<file path="src/rtl/fetch_queue_pkg.sv">
// Shared pipeline constants for the RV32I front end: the reset PC, the
// canonical NOP, and the major opcodes the fetch/decode boundary refers to.
package fetch_queue_pkg;

  localparam int          DATAW_DEF = 32;
  localparam logic [31:0] BASE_ADDR = 32'h0100_0000;
  // addi x0, x0, 0
  localparam logic [31:0] NOP_INSTR = 32'h0000_0013;

  // RV32I major opcodes (instr[6:0])
  localparam logic [6:0] OPC_LUI    = 7'b0110111;
  localparam logic [6:0] OPC_AUIPC  = 7'b0010111;
  localparam logic [6:0] OPC_JAL    = 7'b1101111;
  localparam logic [6:0] OPC_JALR   = 7'b1100111;
  localparam logic [6:0] OPC_BRANCH = 7'b1100011;
  localparam logic [6:0] OPC_LOAD   = 7'b0000011;
  localparam logic [6:0] OPC_STORE  = 7'b0100011;
  localparam logic [6:0] OPC_OP_IMM = 7'b0010011;
  localparam logic [6:0] OPC_OP     = 7'b0110011;

  // Instructions are word aligned; drop the two low address bits.
  function automatic logic [31:0] align_word(input logic [31:0] addr);
    return {addr[31:2], 2'b00};
  endfunction

endpackage

</file>
<file path="src/rtl/fetch_fifo.sv">
// Small synchronous FIFO holding {pc, instr} pairs between imemory and decode.
// flush empties the FIFO and wins over a push or pop in the same cycle.
// push into a full FIFO and pop from an empty FIFO are ignored.
module fetch_fifo #(
  parameter int WIDTH = 64,
  parameter int DEPTH = 4,
  parameter int PTRW  = $clog2(DEPTH)
) (
  input  logic             clock,
  input  logic             reset,
  input  logic             flush,
  input  logic             push,
  input  logic [WIDTH-1:0] push_data,
  input  logic             pop,
  output logic [WIDTH-1:0] pop_data,
  output logic             full,
  output logic             empty,
  output logic [PTRW:0]    count
);

  logic [WIDTH-1:0] mem [DEPTH];
  logic [PTRW-1:0]  rd_ptr;
  logic [PTRW-1:0]  wr_ptr;
  logic [PTRW:0]    count_q;
  logic             do_push;
  logic             do_pop;

  // Qualify requests against occupancy so the pointers can never overrun.
  always_comb begin
    do_push = push && !full;
    do_pop  = pop && !empty;
  end

  // Pointers and occupancy; DEPTH is a power of two so pointers wrap freely.
  always_ff @(posedge clock) begin
    if (reset || flush) begin
      rd_ptr  <= '0;
      wr_ptr  <= '0;
      count_q <= '0;
    end else begin
      if (do_push) wr_ptr <= wr_ptr + PTRW'(1);
      if (do_pop)  rd_ptr <= rd_ptr + PTRW'(1);
      case ({do_push, do_pop})
        2'b10:   count_q <= count_q + (PTRW+1)'(1);
        2'b01:   count_q <= count_q - (PTRW+1)'(1);
        default: count_q <= count_q;
      endcase
    end
  end

  // Storage needs no reset: an entry is only visible once count covers it.
  always_ff @(posedge clock) begin
    if (do_push && !flush && !reset) mem[wr_ptr] <= push_data;
  end

  // Head entry and status flags.
  always_comb begin
    pop_data = mem[rd_ptr];
    full     = (count_q == (PTRW+1)'(DEPTH));
    empty    = (count_q == '0);
    count    = count_q;
  end

endmodule

</file>
<file path="src/rtl/fetch_queue.sv">
// Fetch stage: generates fetch PCs, issues 1-cycle-latency reads to imemory,
// buffers {pc, instr} in fetch_fifo and presents them to decode.
//
// Handshake: out_valid/out_instr/out_pc describe the FIFO head; a transfer
// happens on a clock edge where out_valid && out_ready are both 1, and the
// head is then popped. out_valid does not depend on out_ready. A redirect
// overrides everything in its cycle, including a handshake.
//
// Issue uses a credit check (occupied entries + outstanding request < DEPTH),
// so every issued read has a guaranteed FIFO slot when it returns. A pop in
// the same cycle is deliberately not credited to keep the path short.
module fetch_queue
  import fetch_queue_pkg::*;
#(
  parameter int               DATAW     = 32,
  parameter logic [DATAW-1:0] BASE_ADDR = fetch_queue_pkg::BASE_ADDR,
  parameter int               DEPTH     = 4,
  parameter int               PTRW      = $clog2(DEPTH)
) (
  input  logic             clock,
  input  logic             reset,
  output logic [DATAW-1:0] imem_addr,
  output logic             imem_enable,
  input  logic [DATAW-1:0] imem_rdata,
  input  logic             redirect_valid,
  input  logic [DATAW-1:0] redirect_pc,
  output logic             out_valid,
  input  logic             out_ready,
  output logic [DATAW-1:0] out_instr,
  output logic [DATAW-1:0] out_pc,
  output logic [PTRW:0]    count
);

  logic [DATAW-1:0]   fetch_pc;
  logic               inflight;
  logic [DATAW-1:0]   inflight_pc;

  logic [PTRW+1:0]    used_slots;
  logic               credit_ok;
  logic               issue;

  logic               fifo_push;
  logic               fifo_pop;
  logic [2*DATAW-1:0] fifo_wdata;
  logic [2*DATAW-1:0] fifo_head;
  logic               fifo_full;
  logic               fifo_empty;
  logic [PTRW:0]      fifo_count;

  // Credit check and read issue; no issue during reset or a redirect cycle.
  always_comb begin
    used_slots  = {1'b0, fifo_count} + (PTRW+2)'(inflight);
    credit_ok   = (used_slots < (PTRW+2)'(DEPTH));
    issue       = !reset && !redirect_valid && credit_ok;
    imem_enable = issue;
    imem_addr   = fetch_pc;
  end

  // Response capture and decode-side pop; a redirect drops both.
  always_comb begin
    fifo_push  = inflight && !redirect_valid && !fifo_full;
    fifo_wdata = {inflight_pc, imem_rdata};
    fifo_pop   = !fifo_empty && out_ready && !redirect_valid;
  end

  fetch_fifo #(
    .WIDTH (2*DATAW),
    .DEPTH (DEPTH),
    .PTRW  (PTRW)
  ) u_fifo (
    .clock     (clock),
    .reset     (reset),
    .flush     (redirect_valid),
    .push      (fifo_push),
    .push_data (fifo_wdata),
    .pop       (fifo_pop),
    .pop_data  (fifo_head),
    .full      (fifo_full),
    .empty     (fifo_empty),
    .count     (fifo_count)
  );

  // PC generation and outstanding-request tracking; redirect has priority.
  always_ff @(posedge clock) begin
    if (reset) begin
      fetch_pc    <= BASE_ADDR;
      inflight    <= 1'b0;
      inflight_pc <= '0;
    end else if (redirect_valid) begin
      fetch_pc    <= {redirect_pc[DATAW-1:2], 2'b00};
      inflight    <= 1'b0;
    end else if (issue) begin
      fetch_pc    <= fetch_pc + DATAW'(4);
      inflight    <= 1'b1;
      inflight_pc <= fetch_pc;
    end else begin
      inflight    <= 1'b0;
    end
  end

  // Decode-facing outputs: head entry, or NOP/0 when the FIFO is empty.
  always_comb begin
    out_valid = !fifo_empty;
    out_instr = out_valid ? fifo_head[DATAW-1:0]       : DATAW'(NOP_INSTR);
    out_pc    = out_valid ? fifo_head[2*DATAW-1:DATAW] : '0;
    count     = fifo_count;
  end

endmodule

</file>
<file path="config.mk">
export PLATFORM = sky130hd
export DESIGN_NAME = fetch_queue
export DESIGN_NICKNAME = d
export VERILOG_FILES = /design/src/rtl/fetch_queue_pkg.sv /design/src/rtl/fetch_fifo.sv /design/src/rtl/fetch_queue.sv
export SDC_FILE = /design/constraint.sdc
export NUM_CORES = 1
export LEC_CHECK = 0
export ABC_AREA = 1
export BUFFER_PORTS_ARGS = -buffer_cell sky130_fd_sc_hd__buf_2
export CORE_AREA = 2 2 159 161
export CTS_CLUSTER_SIZE = 20
export DETAILED_ROUTE_END_ITERATION = 6
export DIE_AREA = 0 0 161 163
export PLACE_DENSITY = 0.76
export SYNTH_ARGS = -nofsm -noshare
export SYNTH_HDL_FRONTEND = slang
export SYNTH_SLANG_ARGS = --single-unit
</file>
<file path="constraint.sdc">
create_clock -name clock -period 4.6 [get_ports clock]
set_input_delay 0.46 -clock clock [delete_from_list [all_inputs] [get_ports clock]]
set_output_delay 0.46 -clock clock [all_outputs]
set_load 0.02 [all_outputs]
</file>
## After elaboration in Yosys (flattened, before gate mapping)

Memory sizes are Yosys's and may differ from the RTL's. A register that Yosys moved wholly into a read port is not among the register bits.
Cells that the tools add are included.

- Register bits: 72
- Bits in writable memories: 256
- Memories kept: 1
- ROM bits: 0
- Input bits: 68
- Latch bits: 0
- Word-level logic and storage cells: 49
- Output and inout port bits: 101

Memories:

| name | depth | bits a word | read ports | clocked after Yosys merged registers in | wr ports | line | text |
|---|---|---|---|---|---|---|---|
| u_fifo.mem | 4 | 64 | 1 | 1 | 1 | fetch_fifo.sv:21 | `logic [WIDTH-1:0] mem [DEPTH];` |

- Shifts and indexed selects: 0
- Bitwise operators: 1
- $lt $le $gt $ge: 1
- Reduce and logical (&&, ||, !) cells: 20
- Divide/modulo/power cells: 0
- $add $sub $neg: 6
- Equal/unequal tests: 3
- Mux-type cells: 10
- $mul: 0

Operator list:

| operator | number |
|---|---|
| two-way mux 32 bit | 4 |
| adder 32 x 3 -> 32 bit (second input constant) | 1 |
| logical AND 1 bit | 10 |
| case mux 3 bit (2 select lines) | 1 |
| adder 2 x 1 -> 2 bit (second input constant) | 2 |
| adder 3 x 1 -> 4 bit | 1 |
| zero test 1 bit | 4 |
| less-than comparator 4 x 3 -> 1 bit (second input constant) | 1 |
| two-way mux 2 bit | 2 |
| nonzero test 2 bit | 2 |
| adder 3 x 1 -> 3 bit (second input constant) | 1 |
| equality test 3 bit (second input constant) | 1 |
| zero test 3 bit | 1 |
| two-way mux 1 bit | 3 |
| subtractor 3 x 1 -> 3 bit (second input constant) | 1 |
| equality test 2 x 1 -> 1 bit (second input constant) | 1 |
| equality test 2 bit (second input constant) | 1 |
| AND reduction 2 bit | 1 |
| OR reduction 2 bit | 1 |
| logical OR 1 bit | 1 |
| NOT 1 bit | 1 |

## Depth between registers and ports, before layout

- Word-level depth: 8
- Gate-level depth with buffers: 11
- Mapped depth without buffers: 10

## Cells and area by module

Synthesis repeated with hierarchy kept, for this count alone.

- Cells, all modules: 1301
- Area, all modules: 13753.2 um^2

Modules (own cells, without submodules):

| module | times used | area an instance (um^2) | seq. area each (um^2) | cells an instance |
|---|---|---|---|---|
| fetch_fifo | 1 | 10004.6 | 7867.5 | 695 |
| fetch_queue | 1 | 3748.6 | 1221.2 | 606 |

## Worst setup path before layout

Ideal clock, no wire load.

- Path kind: input -> register
- Start: input reset
- End: memory u_fifo.mem[0][0], enable pin
- Setup slack: 609 ps
- Library setup time: 482 ps
- Cell stages on the path: 4
- Data arrival time: 3509 ps
- Buffers on the path: 1
- Cells stage by stage: buf_2 -> nor2_8 -> nand3_1 -> nor2_1

- Cells in the longest elaborated chain, start to end: 4

RTL lines:

| item | line | text |
|---|---|---|
| from (decl) | fetch_queue.sv:21 | `input logic reset,` |
| zero test 1 bit | fetch_fifo.sv:53 | `if (do_push && !flush && !reset) mem[wr_ptr] <= push_data;` |
| logical AND 1 bit | fetch_fifo.sv:53 |  |
| two-way mux 1 bit | fetch_fifo.sv:53 |  |
| two-way mux 1 bit (not written as such) | fetch_fifo.sv:53 |  |
| to (decl) | fetch_fifo.sv:21 |  |

Every way passes these cells.

==> impl_metrics.py <==
metrics = {
    "sta": {
        "finalSetupTns_ns": 0,
        "hold_viol": 0,
        "setup_viol": 0,
        "fin_crit_sh_pct": 74.24,
        "finalCriticalPeriod_ns": 3.415,
        "whs_ns": 0.1297,
        "skew_ns": 0.009723,
        "slew_headroom_pct": 35.90,
        "slew_viol_final": 0,
        "grt_setup_unrepaired": "no",
        "clock.fmax_mhz": 292.8,
        "worst_pin_slew_ns": 0.9615,
    },
    "routing": {
        "wirelength_mm": 29.43,
        "post_drt_wl_per_cell_um": 16.43,
        "drt_iter0_markers": 852,
        "drt-pass1-iter-count": 5,
        "final_antenna_net_count": 0,
        "vias": 9569,
        "drc": 0,
        "viasPerCell": 5.343,
    },
    "cts": {
        "numCtsBuffers": 31,
        "htreeDepth": 1,
        "postCtsSetupBuffers": 0,
        "cts_buffer_depth": 3,
        "clkTransAtPathRegs_ns": 0.06,
        "clock_sinks": 318,
        "post_cts_resized": 0,
        "tritoncts": "done",
        "hold_buffers": 0,
        "cts_root_buf": "clkbuf_16",
        "clk_latency_ns": 0.55,
    },
    "logic_synthesis": {
        "synth.ff_latch_count": 318,
        "avgSynthCellArea_um2": 10.30,
        "synth_cell_types": 43,
        "yosysSeqAreaShare_pct": 66.35,
        "netlist_instances": 1295,
        "synth_area_mm2": 0.01334,
        "synth-warning-count": 0,
    },
    "cells_and_area": {
        "post-route-util_pct": 62.50,
        "fin_nets": 1511,
        "num-fill-cells": 2006,
        "drive_gt1_share_pct": 18.70,
        "area_delta_synth_final_pct": 15.63,
    },
    "floorplan": {
        "die_w_um": 161,
        "die_y_um": 163,
        "die-area_mm2": 0.02624,
        "core_area_mm2": 0.02467,
        "initial_core_util_pct": 54.05,
        "fp-row-count": 58,
        "io_pins": 169,
    },
    "setup_path": {
        "crit_arrival_ns": 2.95,
        "r2r_start": "u_fifo.count[1]",
        "slowest_delay_ns": 0.66,
        "crit_fanout": 54,
        "worstPathCellList": "inv_2 -> buf_4 -> o21ai_0 -> a21oi_1 -> buf_2",
        "start_kind": "flop",
        "crit_path_top_delay_cell": "inv_2",
        "required_ns": 4.14,
        "cp-end-kind": "primary output",
        "worstSetupPathType": "reg2out",
    },
    "global_route": {
        "grt_max_degree": 73,
        "track_usage_pct": 22.29,
        "use_met3_pct": 3.361,
        "gr-max-usage-layer": "met2",
        "use_met1_pct": 30.40,
        "antenna_found_initial": 1,
        "grt_pass1_wl_mm": 46.61,
        "grt_overflow_total": 0,
        "grt_util_met2_pct": 37.40,
        "grt_pass1_vias": 9173,
    },
    "status": {
        "outcome": "completed",
    },
    "pwr": {
        "power_density_mw_per_mm2": 389.8,
        "total_power_uw": 6011,
        "leakagePower_uw": 0.006003,
        "peakVddDrop_uv": 291.2,
    },
    "placement": {
        "port_buffers": 162,
        "dpl.hpwl_mm": 17.36,
        "globalplace.congestion": 0.8805,
    },
    "hold_path": {
        "hp-start": "imem_rdata[1]",
        "hold_class": "in2reg",
    },
    "run": {
        "maxCapViolations": 0,
    },
}
## worst paths after layout
path / to / slack [ns] / depth (start not counted)
setup reg to reg: u_fifo.mem[3][38] / 2.11 / 5
setup / recovery: out_pc[18] / 1.19 / 5
hold reg to reg: flop / 0.47 / 2
hold / removal: u_fifo.mem[0][1] / 0.13 / 1
## power breakdown
| part | switching, µW | internal (µW) |
|---|---|---|
| Clock | 1020 | 1490 |
| Combinational | 207 | 97.1 |
| Sequential | 52.9 | 3140 |
| Total | 1280 | 4730 |
## worst max-delay path: cells and delay by family (launching register included)
family                 cells  cell delay (ns)
buffers and inverters      3             1.36
flip-flops                 1             0.52
AO/OA/AOI/OAI              2             0.48
## kinds of logic after synthesis
group	count (synthesis)	synth area share (%)
other	1	0.02812
adders and majority gates	7	0.7130
xor gates and xnor gates	5	0.3283
AOI/OAI and AO/OA	271	10.59
DFF	318	66.35
buffers and inverters	164	5.141
and+or+nand+nor	529	16.85
## metal layers
layer / share of wire, % / up-vias
li1: - / 4678
met1: 43 / 4488
met2: 47 / 352
met3: 7.0 / 51
met4: 2.5 / 0
met5: 0 / -
## flip-flops by register name, summed over array words and instances (netlist names), named ones only
name,count
u_fifo.mem,248
imem_addr,30
inflight_pc,30
u_fifo.count,3
u_fifo.rd_ptr,2
u_fifo.wr_ptr,2
inflight,1
## per-stage QoR
stage,instances,area [µm²],setup slack (ns)
2_1_floorplan,1298,13350,0.6090
3_3_place_gp,1733,14400,1.835
3_5_place_dp,1733,14400,1.778
4_1_cts,1790,15420,1.196
5_1_grt,1791,15420,1.023
6_report,1791,15420,1.185
## synthesized netlist by cell type (all sizes together)
master,instances,area [µm²]
or2,1,6.260
nor2,332,1346
o221ai,1,8.760
fa,1,20.02
clkbuf,41,153.9
o21ai,161,809.5
o311ai,3,26.28
nor3,11,60.06
edfxtp,248,7447
a21boi,1,7.510
ha,6,75.07
a31oi,4,25.02
clkinv,2,8.750
a22oi,1,7.510
dfxtp,70,1401
xor2,5,43.79
nand4,11,68.82
nand3,48,270.3
o211ai,1,7.510
buf,30,181.4
a21oi,92,468.0
o21bai,2,15.01
a211oi,5,37.54
conb,1,3.750
nand2,126,495.5
inv,91,341.6
## layout by cell type (no fill, tap or decap), types with 4 or more instances in the layout
cell / n
bufinv_16: 4
a21oi_1: 90
clkinv_2: 6
nand4_1: 11
nand2_1: 119
edfxtp_1: 248
nor3_1: 10
clkinv_1: 6
clkbuf_16: 31
a31oi_1: 4
nor2_1: 311
buf_2: 162
clkbuf_1: 5
inv_1: 80
buf_4: 13
dfxtp_1: 68
o21ai_0: 148
clkinvlp_4: 5
ha_1: 6
nor2_4: 10
nand2_2: 6
o21ai_1: 12
xor2_1: 5
conb_1: 4
inv_2: 11
nand3_1: 45
nor2_2: 9
a211oi_1: 5
## final cells by class
class	instances	area [µm²]	share of cell area, %
clock inverters	19	201.4	1.306
multi-input cells	816	3850	24.97
repair buffers	176	928.4	6.020
diodes	1	2.502	0.01623
flip-flops and latches	318	8853	57.41
well taps	330	412.9	2.677
inverters	93	350.3	2.272
clock buffers	38	822.0	5.331
Power figures use the tool's default switching activity.
